==> config.mk <==
export PLATFORM = sky130hd
export DESIGN_NAME = sipo_deser
export DESIGN_NICKNAME = d
export VERILOG_FILES = /design/src/rtl/sipo_deser.sv
export SDC_FILE = /design/constraint.sdc
export NUM_CORES = 1
export LEC_CHECK = 0
export ABC_AREA = 1
export CAP_MARGIN = 10
export CORE_MARGIN = 2
export CORE_UTILIZATION = 25
export CTS_CLUSTER_SIZE = 24
export DETAILED_ROUTE_END_ITERATION = 6
export PLACE_DENSITY = 0.47
export SYNTH_ARGS = -nofsm -noshare
export SYNTH_HDL_FRONTEND = slang
export SYNTH_SLANG_ARGS = --single-unit
==> constraint.sdc <==
create_clock -name clk -period 3.4 [get_ports clk]
set_clock_uncertainty 0.05 [all_clocks]
set_input_delay 0.68 -clock clk [delete_from_list [all_inputs] [get_ports clk]]
set_output_delay 0.68 -clock clk [all_outputs]
set_load 0.01 [all_outputs]
==> src/rtl/sipo_deser.sv <==
// Serial-in, parallel-out deserializer with valid/ready output and sticky overflow.
// Optional even-parity bit after each word when SIPO_PARITY_EN is defined.
module sipo_deser #(
    parameter int WIDTH     = 4,
    parameter int MSB_FIRST = 1
) (
    input  logic             clk,
    input  logic             rst_,
    input  logic             sdi_i,
    input  logic             sdi_vld_i,
    input  logic             clr_i,
    input  logic             q_rdy_i,
    output logic [WIDTH-1:0] q_o,
    output logic             q_vld_o,
    output logic             ovf_o,
    output logic             par_err_o
);

    localparam int             CW   = $clog2(WIDTH + 1);
    localparam logic [CW-1:0]  LAST = CW'(WIDTH - 1);

    typedef enum logic [1:0] {
        IDLE  = 2'd0,
        SHIFT = 2'd1
`ifdef SIPO_PARITY_EN
        , PAR = 2'd2
`endif
    } state_t;

    state_t            state_q, state_d;
    logic [CW-1:0]     cnt_q, cnt_d;
    logic [WIDTH-1:0]  sh_q, sh_d;
    logic [WIDTH-1:0]  q_q, q_d;
    logic              q_vld_q, q_vld_d;
    logic              ovf_q, ovf_d;
    logic              par_err_q, par_err_d;

    logic [WIDTH-1:0]  sh_shift_s;
    logic [WIDTH-1:0]  word_s;
    logic              done_s;
    logic              perr_s;
    logic              unused_s;

    assign unused_s = ^sh_q;

    // Shift register contents after accepting sdi_i in the configured bit order.
    always_comb begin
        sh_shift_s = sh_q;
        if (MSB_FIRST != 0) begin
            sh_shift_s = {sh_q[WIDTH-2:0], sdi_i};
        end else begin
            sh_shift_s = {sdi_i, sh_q[WIDTH-1:1]};
        end
    end

    // Next-state logic: bit assembly, word completion and output handshake.
    always_comb begin
        state_d   = state_q;
        cnt_d     = cnt_q;
        sh_d      = sh_q;
        q_d       = q_q;
        q_vld_d   = q_vld_q;
        ovf_d     = ovf_q;
        par_err_d = par_err_q;
        done_s    = 1'b0;
        word_s    = sh_shift_s;
        perr_s    = 1'b0;

        if (clr_i) begin
            state_d   = IDLE;
            cnt_d     = '0;
            sh_d      = '0;
            ovf_d     = 1'b0;
            par_err_d = 1'b0;
        end else if (sdi_vld_i) begin
            case (state_q)
                IDLE: begin
                    sh_d    = sh_shift_s;
                    cnt_d   = CW'(1);
                    state_d = SHIFT;
                end
                SHIFT: begin
                    sh_d = sh_shift_s;
                    if (cnt_q == LAST) begin
`ifdef SIPO_PARITY_EN
                        cnt_d   = CW'(WIDTH);
                        state_d = PAR;
`else
                        cnt_d   = '0;
                        state_d = IDLE;
                        done_s  = 1'b1;
`endif
                    end else begin
                        cnt_d = cnt_q + CW'(1);
                    end
                end
`ifdef SIPO_PARITY_EN
                // The parity bit is not shifted in; the data word is already complete.
                PAR: begin
                    cnt_d   = '0;
                    state_d = IDLE;
                    done_s  = 1'b1;
                    word_s  = sh_q;
                    perr_s  = (^sh_q) ^ sdi_i;
                end
`endif
                default: begin
                    cnt_d   = '0;
                    state_d = IDLE;
                end
            endcase
        end else begin
            state_d = state_q;
        end

        if (done_s && (!q_vld_q || q_rdy_i)) begin
            q_d       = word_s;
            q_vld_d   = 1'b1;
            par_err_d = perr_s;
        end else if (done_s) begin
            ovf_d = 1'b1;
        end else if (q_vld_q && q_rdy_i) begin
            q_vld_d = 1'b0;
        end else begin
            q_vld_d = q_vld_q;
        end
    end

    // State and output registers.
    always_ff @(posedge clk or negedge rst_) begin
        if (!rst_) begin
            state_q   <= IDLE;
            cnt_q     <= '0;
            sh_q      <= '0;
            q_q       <= '0;
            q_vld_q   <= 1'b0;
            ovf_q     <= 1'b0;
            par_err_q <= 1'b0;
        end else begin
            state_q   <= state_d;
            cnt_q     <= cnt_d;
            sh_q      <= sh_d;
            q_q       <= q_d;
            q_vld_q   <= q_vld_d;
            ovf_q     <= ovf_d;
            par_err_q <= par_err_d;
        end
    end

    assign q_o       = q_q;
    assign q_vld_o   = q_vld_q;
    assign ovf_o     = ovf_q;
    assign par_err_o = par_err_q;

endmodule

Word-level counts from Yosys, hierarchy flattened
Index checks and enable logic that the tools add are counted.
{ "word_totals": {"ram_bits": 0, "memories": 0, "input_bits": 6, "mem_bits_ro": 0, "regBits": 15, "latch_bits": 0, "out_inout_bits": 7, "word_cells": 48} }
{ "op_classes": {"n_eq_ne": 4, "shifts": 0, "n_mux": 23, "div_mod_pow": 0, "magnitude_cmp": 0, "mul": 0, "reduce_logical": 13, "bitwise_logic": 0, "addsub": 1} }
{ "op_table": {"columns": ["operator", "n"], "rows": [
  ["3-bit 2-to-1 mux", 6],
  ["1-bit 2-to-1 mux", 12],
  ["2-bit nonzero test", 4],
  ["2-bit 2-to-1 mux", 3],
  ["3-bit one-hot mux with 2 select lines", 1],
  ["2-bit AND reduction", 3],
  ["2-bit one-hot mux with 2 select lines", 1],
  ["3-bit by 1-bit adder with 3-bit output (second input constant)", 1],
  ["3-bit by 2-bit equality test with 1-bit output (second input constant)", 1],
  ["3-bit inequality test (second input constant)", 1],
  ["2-bit by 1-bit equality test with 1-bit output (second input constant)", 1],
  ["1-bit logical AND", 2],
  ["2-bit zero test", 1],
  ["2-bit by 1-bit inequality test with 1-bit output (second input constant)", 1],
  ["2-bit OR reduction", 1],
  ["1-bit zero test", 1],
  ["1-bit logical OR", 1]
]} }

Logic depth before layout (Yosys ltp)
{ "logic_depth": {"ltp_word": 8, "ltp_mapped": 6, "depth_no_buf": 6} }

Least setup slack after synthesis
OpenSTA, ideal clock, no wires.
{ "synth_timing": {"path_type": "input-to-reg", "from": "in clr_i", "to": "reg q_q[0] (netlist: q_o[0])", "t_required_ns": 3.233, "path_stages": 6, "n_path_buf": 0, "setup_time_ns": 0.117, "arrival_ns": 1.194, "slack_ns": 2.039, "cell_sequence": "inv_2 nand2_2 nor2_8 nand2_4 nand2_1 nand2_1"} }
{ "synth_between": {"elab_chain_len": 2} }
{ "synth_lines": {"columns": ["element", "line_no", "source"], "rows": [
  ["start, declared", "11", "input logic clr_i,"],
  ["1-bit 2-to-1 mux", "69", "if (clr_i) begin"],
  ["1-bit logical AND", "116", "if (done_s && (!q_vld_q || q_rdy_i)) begin"],
  ["end signal, assigned", "143", "q_q <= q_d;"],
  ["end, declared", "33", "logic [WIDTH-1:0] q_q, q_d;"]
]} }
No other way between the ends.
A chain may end at the register's enable or synchronous reset.

Worst setup path after layout
{ "layout_timing": {"from": "reg q_vld_q (netlist: q_vld_o)", "to": "out q_vld_o"} }
{ "layout_lines": {"columns": ["element", "line_no", "source"], "rows": [
  ["start, declared", "34", "logic q_vld_q, q_vld_d;"],
  ["start signal, assigned", "144", "q_vld_q <= q_vld_d;"],
  ["end, declared", "14", "output logic q_vld_o,"]
]} }
No word-level cell between the ends.

==> reports/results.ini <==
[synth]
syn_area_per_cell_um2 = 9.25
yosysSeqAreaShare_pct = 55.0
synth_cell_types = 16
syn_area_um2 = 592
ys_ff_latch = 13
netlist_instances = 64
syn_nets = 71
synth_warnings = 0

[detailed_routing]
viasPerCell = 4.21
drc_errors = 0
avgRoutedWirePerCell_um = 10.0
drt-total-wl_um = 1060
antenna_left = 0
dr.pass1.iters = 4
vias = 446
dr.first_iter.drc_count = 9

[worst_setup_path]
worst-path-buf-inv = 1
worstPathArrival_ns = 1.19
worstPathCellList = clkdlybuf4s50_1
setup.worst_path.start_class = flip-flop
required_ns = 2.67
worst-path-max-fanout = 3
critPathSlowestCell = clkdlybuf4s50_1
slowest_delay_ns = 0.54
endpoint_kind = output pin
setup.worst_path.class = flip-flop to output pin
crit_family = buffers and inverters

[cts]
postCtsSetupBuffers = 0
cts_resized = 0
clk_latency_ns = 0.28
root_buffer = clkbuf_4
numCtsBuffers = 3
cts_max_level = 1
cts.path.max_buffers = 2
cts_tree = built
cts.hold.buffers_added = 0
clock_sinks = 13
clk_pin_slew_ns = 0.08

[sta]
fin_ws_ns = 1.48
worst_slew_pin_slew_ns = 0.601
post-route-min-period_ns = 1.92
finalSetupViolations = 0
finalHoldViolCount = 0
setup-tns-final_ns = 0
fmax_ghz = 0.521
grt_setup_unrepaired = false
fin_crit_sh_pct = 56.4
max_slew_margin_pct = 59.8
slew_viol_final = 0

[power_and_ir_drop]
p_leak_nw = 0.377
max-vdd-ir-drop_mv = 0.184
p_per_area_mw_per_mm2 = 376

[finish]
nNetsFinal = 86
drive_above_1_share_pct = 12.8
syn_to_final_growth_pct = 27.7
diodes = 0

[global_routing]
grt_first_pass_wirelength_um = 1710
track_usage_pct = 9.32
grt_pass1_vias = 397
grt_overflow = 0
grt_max_degree = 14
antenna_found_initial = 0

[floorplan]
fp.coreArea_mm2 = 0.00223
die_h_um = 52.7
die-area_mm2 = 0.00277
initial_utilization_pct = 26.5
num_io_pins = 13
placementRows = 17
die_w_um = 52.7

[run_status]
outcome = completed

[run]
cap_violations = 0

[placed_design]
pre_cts_ws_ns = 1.47
io_buffers = 11
place.gp.congestion = 0.751

[worst_hold_path]
min_path_type = flip-flop to flip-flop

-- registers in the layout (all words and copies together), names as in the netlist --
signal	flops
q_o	4
cnt_q	3
sh_q	3
ovf_o	1
q_vld_o	1
state_q	1
-- cell usage after synthesis, drive strengths merged --
cell type	instances	share of area (%)
o21ai	3	2.5
dfrtp	13	55
nor2	1	3.4
inv	8	5.1
nand2	21	15
nand3	12	12
nor3	1	0.84
a21oi	1	0.84
ha	1	2.1
buf	1	1.3
o22ai	1	1.1
conb	1	0.63
-- layout make-up --
class                   count  area [um2]
clock buffers               4        26.3
fillers                   229        1480
inverters                   8        30.0
multi-input cells          42         229
flip-flops and latches     13         325
well taps                  28        35.0
repair buffers             11         110
-- cells in the final DEF, fill, tap and decap left out --
cell type | Yosys | routed
nand3_4 | 1 | 1
nor3_1 | 1 | 1
o21ai_1 | 3 | 3
a21oi_1 | 1 | 1
ha_1 | 1 | 1
clkbuf_4 | 0 | 3
dfrtp_1 | 13 | 13
nor2_8 | 1 | 1
nand2_4 | 1 | 1
conb_1 | 1 | 1
nand2_2 | 1 | 1
o22ai_1 | 1 | 1
inv_2 | 3 | 3
nand2_1 | 19 | 19
nand3_1 | 11 | 11
clkbuf_1 | 0 | 1
clkdlybuf4s50_1 | 0 | 11
inv_1 | 5 | 5
-- path summary, 6_finish.rpt --
path / start / to / slack (ns) / cells after the start
max reg2reg: cnt_q[0] / q_o[0] / 2.18 / 6
min in group asynchronous: rst_ / ovf_o / 0.73 / 1
min reg2reg: q_o[1] / q_o[1] / 0.43 / 2
max in group asynchronous: rst_ / q_vld_o / 2.19 / 1
max: q_vld_o / q_vld_o / 1.48 / 1
min: q_o[1] / q_o[1] / 0.43 / 2
-- through the flow --
| stage | utilization, % | cells | power (mW) | hold WS (ns) | cell area [um2] |
|---|---|---|---|---|---|
| 2_1_floorplan | - | 64 | 0.177 | 0.334 | 592 |
| 3_3_place_gp | 32.7 | 102 | 0.190 | 0.414 | 729 |
| 3_5_place_dp | 32.7 | 102 | 0.190 | 0.414 | 729 |
| 4_1_cts | 33.8 | 106 | 0.288 | 0.434 | 756 |
| 5_1_grt | 33.8 | 106 | 0.300 | 0.453 | 756 |
| 6_report | 33.8 | 106 | 0.284 | 0.429 | 756 |
-- power breakdown --
part           switching, mW  internal, mW  total, mW
combinational         0.0141        0.0106     0.0247
sequential           0.00359         0.159      0.162
clock                 0.0516        0.0456     0.0972
-- cell families after synthesis --
group,Yosys count,synth area share (%)
AND/OR/NAND/NOR,35,31.5
other,1,0.634
AO/OA/AOI/OAI,5,4.44
flip-flops,13,55.0
buffers and inverters,9,6.34
adder cells (fa/ha/maj),1,2.11
-- layer usage --
layer	share of wire [%]	wire length, um	vias to the layer above	GRT usage (%)
li1	-	-	234	-
met1	48	514	194	11.3
met2	42	450	13	12.3
met3	5.2	55	5	3.43
met4	3.8	40	0	8.97
met5	0	0	-	0
-- worst register-to-register path, stage by stage (launching register included) --
cell and delay, ns:
dfrtp_1 0.37, ha_1 0.24, nand3_4 0.13, nor2_8 0.14
nand2_4 0.08, nand2_1 0.06, nand2_1 0.05
No activity file was read; power rests on OpenSTA's default activity.
